**config.mk**
```make
export PLATFORM = sky130hd
export DESIGN_NAME = riscv_regfile
export DESIGN_NICKNAME = d
export VERILOG_FILES = /design/src/rtl/riscv_configs.sv /design/src/rtl/riscv_register.sv /design/src/rtl/riscv_regfile.sv
export SDC_FILE = /design/constraint.sdc
export NUM_CORES = 2
export LEC_CHECK = 0
export BUFFER_PORTS_ARGS = -buffer_cell sky130_fd_sc_hd__buf_2
export CAP_MARGIN = 0
export CORE_ASPECT_RATIO = 0.75
export CORE_MARGIN = 4
export CORE_UTILIZATION = 45
export DETAILED_ROUTE_END_ITERATION = 8
export GPL_TIMING_DRIVEN = 0
export PLACE_DENSITY = 0.65
export SLEW_MARGIN = 30
export SYNTH_ARGS = -nofsm -noshare
export SYNTH_HDL_FRONTEND = slang
export SYNTH_SLANG_ARGS = --single-unit
export TNS_END_PERCENT = 30
```
**constraint.sdc**
```tcl
create_clock -name i_clk -period 2 [get_ports i_clk]
set_clock_uncertainty 0.05 [all_clocks]
set_input_delay 0.2 -clock i_clk [delete_from_list [all_inputs] [get_ports i_clk]]
set_output_delay 0.2 -clock i_clk [all_outputs]
set_load 0.05 [all_outputs]
```
**src/rtl/riscv_configs.sv**
```systemverilog
// Shared RISC-V core configuration: datapath width and register-file geometry.
package riscv_configs;

    localparam int XLEN       = 32;
    localparam int REG_ADDR_W = 5;
    localparam int NUM_REGS   = 1 << REG_ADDR_W;

    localparam logic [REG_ADDR_W-1:0] REG_ZERO = '0;
    localparam logic [REG_ADDR_W-1:0] REG_SP   = REG_ADDR_W'(2);

endpackage

```
**src/rtl/riscv_register.sv**
```systemverilog
// Enabled storage register with asynchronous active-low reset to a fixed value.
module riscv_register #(
    parameter int               WIDTH = 32,
    parameter logic [WIDTH-1:0] INIT  = '0
) (
    input  logic             i_clk,
    input  logic             i_rstn,
    input  logic             i_en,
    input  logic [WIDTH-1:0] i_d,
    output logic [WIDTH-1:0] o_q
);

    logic [WIDTH-1:0] q_reg;

    always_ff @(posedge i_clk or negedge i_rstn) begin
        if (!i_rstn) begin
            q_reg <= INIT;
        end else if (i_en) begin
            q_reg <= i_d;
        end
    end

    assign o_q = q_reg;

endmodule

```
**src/rtl/riscv_regfile.sv**
```systemverilog
// Integer register file: x1..x31 storage cells, x0 hardwired to zero,
// two combinational read ports with optional same-cycle write forwarding.
module riscv_regfile
    import riscv_configs::*;
#(
    parameter logic [XLEN-1:0] REGISTER_INIT = '0,
    parameter logic [XLEN-1:0] SP_INIT       = '0,
    parameter bit              BYPASS        = 1'b1
) (
    input  logic                  i_clk,
    input  logic                  i_rstn,
    input  logic                  i_rd_wen,
    input  logic [REG_ADDR_W-1:0] i_rd_addr,
    input  logic [XLEN-1:0]       i_rd_data,
    input  logic [REG_ADDR_W-1:0] i_rs1_addr,
    input  logic [REG_ADDR_W-1:0] i_rs2_addr,
    output logic [XLEN-1:0]       o_rs1_data,
    output logic [XLEN-1:0]       o_rs2_data
);

    // Entry 0 is a constant so the read mux needs no special case for x0.
    logic [XLEN-1:0] x_q [NUM_REGS];
    logic [XLEN-1:0] rs1_data_next;
    logic [XLEN-1:0] rs2_data_next;
    logic            fwd_rs1;
    logic            fwd_rs2;

    assign x_q[0] = '0;

    genvar gi;
    generate
        for (gi = 1; gi < NUM_REGS; gi++) begin : g_xreg
            localparam logic [XLEN-1:0] INIT_VAL =
                (gi == int'(REG_SP)) ? SP_INIT : REGISTER_INIT;
            logic wen;

            assign wen = i_rd_wen && (i_rd_addr == REG_ADDR_W'(gi));

            riscv_register #(
                .WIDTH (XLEN),
                .INIT  (INIT_VAL)
            ) u_reg (
                .i_clk  (i_clk),
                .i_rstn (i_rstn),
                .i_en   (wen),
                .i_d    (i_rd_data),
                .o_q    (x_q[gi])
            );
        end
    endgenerate

    // Forwarding stays active during reset; only the storage is held.
    assign fwd_rs1 = BYPASS && i_rd_wen && (i_rd_addr == i_rs1_addr) && (i_rs1_addr != REG_ZERO);
    assign fwd_rs2 = BYPASS && i_rd_wen && (i_rd_addr == i_rs2_addr) && (i_rs2_addr != REG_ZERO);

    always_comb begin
        rs1_data_next = x_q[i_rs1_addr];
        rs2_data_next = x_q[i_rs2_addr];
        if (fwd_rs1) begin
            rs1_data_next = i_rd_data;
        end
        if (fwd_rs2) begin
            rs2_data_next = i_rd_data;
        end
    end

    assign o_rs1_data = rs1_data_next;
    assign o_rs2_data = rs2_data_next;

endmodule

```
==> results.md <==
- In this run the remaining antenna-violating nets after routing total 0.
- The post-route fraction of the period consumed by the critical path is 162%.
- Net switching is 31.9% of the power.
- The capture instance of the worst register-to-register path is g_xreg[3].u_reg.o_q[1].
- The fraction of registers with async set/reset is 100%.
- The final layout contains 4,188 nets.
- The number of antenna violations at the first check in global routing was 10.
- The die covers 126,000 sq um.
- The mean cell area of the mapped netlist is 14.2 sq um.
- The half-perimeter wire length of the detailed placement result is 174 mm.
- The CTS buffer count is 103.
- The core area is 119,000 sq um.
- After clock tree synthesis, the clock-pin slew on the worst setup and hold paths is 60 ps.
- The count of routing violations after the opening detailed-route iteration is 5,829.
- The register with the most flip-flops in the layout has 992 of them.
- Of the total power, registers draw 40.7%.
- In the post-route analysis, the smallest setup slack over all paths is -1230 ps.
- The worst pin sits at a relative slew slack of 22.4%.
- The number of remaining DRC errors is 0.
- The master cell of the clock root buffer is sky130_fd_sc_hd__clkbuf_16.
- Synthesis handed over a netlist of 3,815 instances.
- The die width is 409 um.
- The average wire length per cell after detail routing is 41.1 um.
- STA classifies the critical path endpoint as an output pin.
- The maximum net fanout on the critical path is 3.
- The routed wire length is 240 mm.
- Dividing total power by cell area gives a power density of 1010 nW/um^2.
- The pre-antenna-repair detailed-routing pass consisted of 7 iterations.
- Measured on the finished design, the core utilization comes to 55.5%.
- The row count is 109.
- The critical path starts at g_xreg[30].u_reg.o_q[28].
- The number of sinks driven by the clock tree is 992.
- The flop and latch count out of synthesis is 992.
- The internal power component is 45.3 mW.
- Entering global routing, the biggest net connects 111 pins.
- The number of vias in the routed layout is 41.1k.
- The fraction of final layout cells with drive strength greater than 1 is 55.9%.
- The final reports fail on negative hold slack, negative setup slack.
- The via count of the first global-routing pass was 39.3k.
- Synthesis instantiated 62 different standard cells from the library.
- The post-synth design cell area is 54,200 sq um.
- In this design, the critical path's most frequently occurring cell is sky130_fd_sc_hd__mux4_2.
- Port buffering added 105 buffers.
- The max-slew violation count is 0.
- The signal on the critical path passes through mux4_2 -> mux4_2 -> nor3b_4 -> a221o_1 -> buf_6.
- The wire length of the first global-routing pass is 325 mm.
- The flow ran to the end, but the final reports show violations.
- The endpoint of the most critical setup path is o_rs1_data[28].
- At the pin with the least slew margin, the transition time is 1160 ps.
- The analysis attributes to cell leakage a power of 28.1 nW.
- Subtracting the final worst setup slack from the clock period gives 3230 ps.
- After detailed placement, the design holds a cell count of 5,544.
- The instance area after placement is 58,100 sq um.
- The clock tree synthesis step divided the H-tree into 3 levels.
- The class of the most critical setup path is reg -> out.
- The startpoint kind of the worst setup timing path is a flop.
- After global routing the overflow that remains totals 0.
- The tightest hold path in the finished design has a slack of -65.6 ps.
- The total routing usage reported by global routing is 37.3%.
- The weighted congestion reported at the end of routability-driven placement is 1.05.
- Setup slack on the worst reg-to-reg path comes out at 930 ps.
- The area overhead of the layout relative to synthesis is 21.5%.
- Dividing the detail-routed via count by the number of cells gives 7.04.
- The sequential-to-total area share from yosys stat is 45.8%.
- TritonCTS built the clock tree.
- Setup repair after global routing could not meet its margin everywhere.
- The stage delay of the slowest cell on the critical path is 560 ps.
- The number of warnings reported in the yosys synthesis log is 0.
- The min-delay analysis places its worst path in the category in -> async.
- The clock passes through at most 3 buffers.
- At the later pin of the worst-skew pair, clock insertion delay measures 750 ps.
- Synthesis produced a netlist with a net count of 3,865.
- The clock network is responsible for 31.9% of the overall power.
- For this design the total switching power over the nets is 21.2 mW.
- The synthesized design contains 0 enable-type register cells.
- Max-cap violations in this run came to 0.
- The reg-to-reg critical path startpoint is g_xreg[3].u_reg.o_q[1].
- Data on the critical path arrives at its endpoint at 2980 ps.
- For this run, the top clock speed supported by timing is 309 MHz.
- The final-report hold violation count is 63.
- Once layout is complete, the cells apart from fillers number 5,839.
- The final cell area excluding filler cells is 65,900 sq um.
- The worst supply voltage drop on vdd is 0.000660 V.
- The final setup violation count is 393.
- The combinational group share of total power is 27.4%.
- The data required time at the worst endpoint is 1750 ps.
- Among all stages on the critical path, the largest delay is contributed by sky130_fd_sc_hd__mux4_2.
- For this configuration, the core starts out at a cell density of 45.7%.
- The floorplan die height is 309 um.
- The flip-flop cell with the highest count after synthesis is sky130_fd_sc_hd__dfrtp_1.
- The cell count of the worst reg-to-reg path is 3.
- 114 I/O pins were placed.
## routing by layer
metal  up-vias  global-route usage (%)  wire, um
met5         -                    2.57      1050
met4        18                    15.7     12700
met3       615                    20.9     40000
met2      3196                    48.7     93300
met1     21800                    50.6     92900
li1      15400                       -         -
## cells by family after synthesis
family                 count (synthesis)  share of synthesized area, %
flip-flops                           992                          45.8
AO/OA/AOI/OAI                        426                          6.07
XOR/XNOR                               8                         0.129
AND/OR/NAND/NOR                      338                          2.90
buffers and inverters                434                          3.75
multiplexers                        1617                          41.4
## stage by stage
stage          power (mW)  setup WS, ps  setup TNS (ps)  hold slack [ps]
2_1_floorplan        36.9          -398          -18900             -146
3_3_place_gp         42.0        -21660               -              441
3_5_place_dp         42.5         -2320         -819440             65.2
4_1_cts              65.2         -1180          -54300             23.5
5_1_grt              68.1         -1230          -60270             5.40
6_report             66.5         -1230          -82410            -65.6
## worst max-delay path, delay by kind of cell, from the launching register on
| kind | cells | cell delay [ps] |
|---|---|---|
| muxes | 2 | 1110 |
| DFF | 1 | 390 |
| AOI/OAI and AO/OA | 1 | 380 |
| buffers and inverters | 1 | 200 |
| and+or+nand+nor | 1 | 180 |
## placed cells by master, fill, tap and decap left out, types with 37 or more instances in the layout
master                      synthesis  layout
sky130_fd_sc_hd__mux2_2          1058    1039
sky130_fd_sc_hd__dfrtp_1          992     991
sky130_fd_sc_hd__mux4_2           382     384
sky130_fd_sc_hd__clkbuf_1         218     144
sky130_fd_sc_hd__mux2i_1          160     143
sky130_fd_sc_hd__nor2_1           132     111
sky130_fd_sc_hd__clkbuf_16          0     111
sky130_fd_sc_hd__buf_4             19     101
sky130_fd_sc_hd__buf_6             25      98
sky130_fd_sc_hd__nand2_1           93      88
sky130_fd_sc_hd__buf_2             91      69
sky130_fd_sc_hd__a221oi_4           0      44
sky130_fd_sc_hd__buf_1             57      44
sky130_fd_sc_hd__clkbuf_8           0      42
sky130_fd_sc_hd__clkbuf_2           2      41
sky130_fd_sc_hd__a21oi_1           59      39
sky130_fd_sc_hd__a221oi_1         105      37
## power by group through the flow
| stage | Clock (mW) | Sequential (mW) | Combinational [mW] |
|---|---|---|---|
| after floorplan | 0 | 26.1 | 10.8 |
| final | 21.2 | 27.1 | 18.2 |
| after detailed placement | 0 | 27.2 | 15.4 |
| after CTS | 21.1 | 26.8 | 17.2 |
| after global placement | 0 | 27.0 | 15.0 |
| after global routing | 21.9 | 27.5 | 18.7 |
## worst min path at each step
| stage | endpoint | slack (ps) | from | depth (start not counted) |
|---|---|---|---|---|
| after CTS | g_xreg[19].u_reg.o_q[31] | 20 | i_rd_wen | 4 |
| after detailed placement | g_xreg[1].u_reg.o_q[4] | 70 | i_rstn | 1 |
| after global routing | g_xreg[7].u_reg.o_q[9] | 5 | i_rstn | 6 |
| after global placement | g_xreg[7].u_reg.o_q[3] | 440 | g_xreg[7].u_reg.o_q[3] | 1 |
| after floorplan | g_xreg[10].u_reg.o_q[0] | -150 | i_rstn | 0 |
| final | g_xreg[1].u_reg.o_q[4] | -70 | i_rstn | 6 |
## final cells by class
cell class | instances | area [sq um]
flip-flops and latches | 992 | 24800
plain buffers | 414 | 3080
fillers | 9644 | 52900
diodes | 6 | 15.0
well taps | 1609 | 2010
inverters | 19 | 83.8
clock inverters | 35 | 467
repair buffers | 219 | 2210
multi-input cells | 2389 | 30000
clock buffers | 156 | 3190
## Yosys cell counts, types with 15 or more instances
library cell / count / share of area [%]
sky130_fd_sc_hd__a31oi_1: 17 / 0.20
sky130_fd_sc_hd__a221o_1: 32 / 0.59
sky130_fd_sc_hd__inv_1: 17 / 0.12
sky130_fd_sc_hd__a211oi_1: 24 / 0.33
sky130_fd_sc_hd__buf_6: 25 / 0.52
sky130_fd_sc_hd__nor2_1: 132 / 0.91
sky130_fd_sc_hd__buf_4: 19 / 0.26
sky130_fd_sc_hd__clkbuf_1: 218 / 1.5
sky130_fd_sc_hd__a221oi_1: 105 / 1.7
sky130_fd_sc_hd__a22o_1: 34 / 0.55
sky130_fd_sc_hd__buf_1: 57 / 0.39
sky130_fd_sc_hd__dfrtp_1: 992 / 46
sky130_fd_sc_hd__nor3_1: 23 / 0.21
sky130_fd_sc_hd__mux2_2: 1058 / 22
sky130_fd_sc_hd__nor2b_1: 26 / 0.30
sky130_fd_sc_hd__buf_2: 91 / 0.84
sky130_fd_sc_hd__a21oi_1: 59 / 0.54
sky130_fd_sc_hd__a22oi_1: 36 / 0.50
sky130_fd_sc_hd__o31ai_1: 15 / 0.21
sky130_fd_sc_hd__mux2i_1: 160 / 3.0
sky130_fd_sc_hd__o21ai_0: 32 / 0.30
sky130_fd_sc_hd__nand2_1: 93 / 0.64
sky130_fd_sc_hd__mux4_2: 382 / 16
## repair_timing
item	CTS	global route
endpoints found under the setup margin	524	567
buffers inserted	35	27
pin swaps	130	66
endpoints found under the hold margin	418	0
hold buffers	38	0
resized for setup	731	116
gates cloned	0	1
Power figures use the tool's default switching activity.
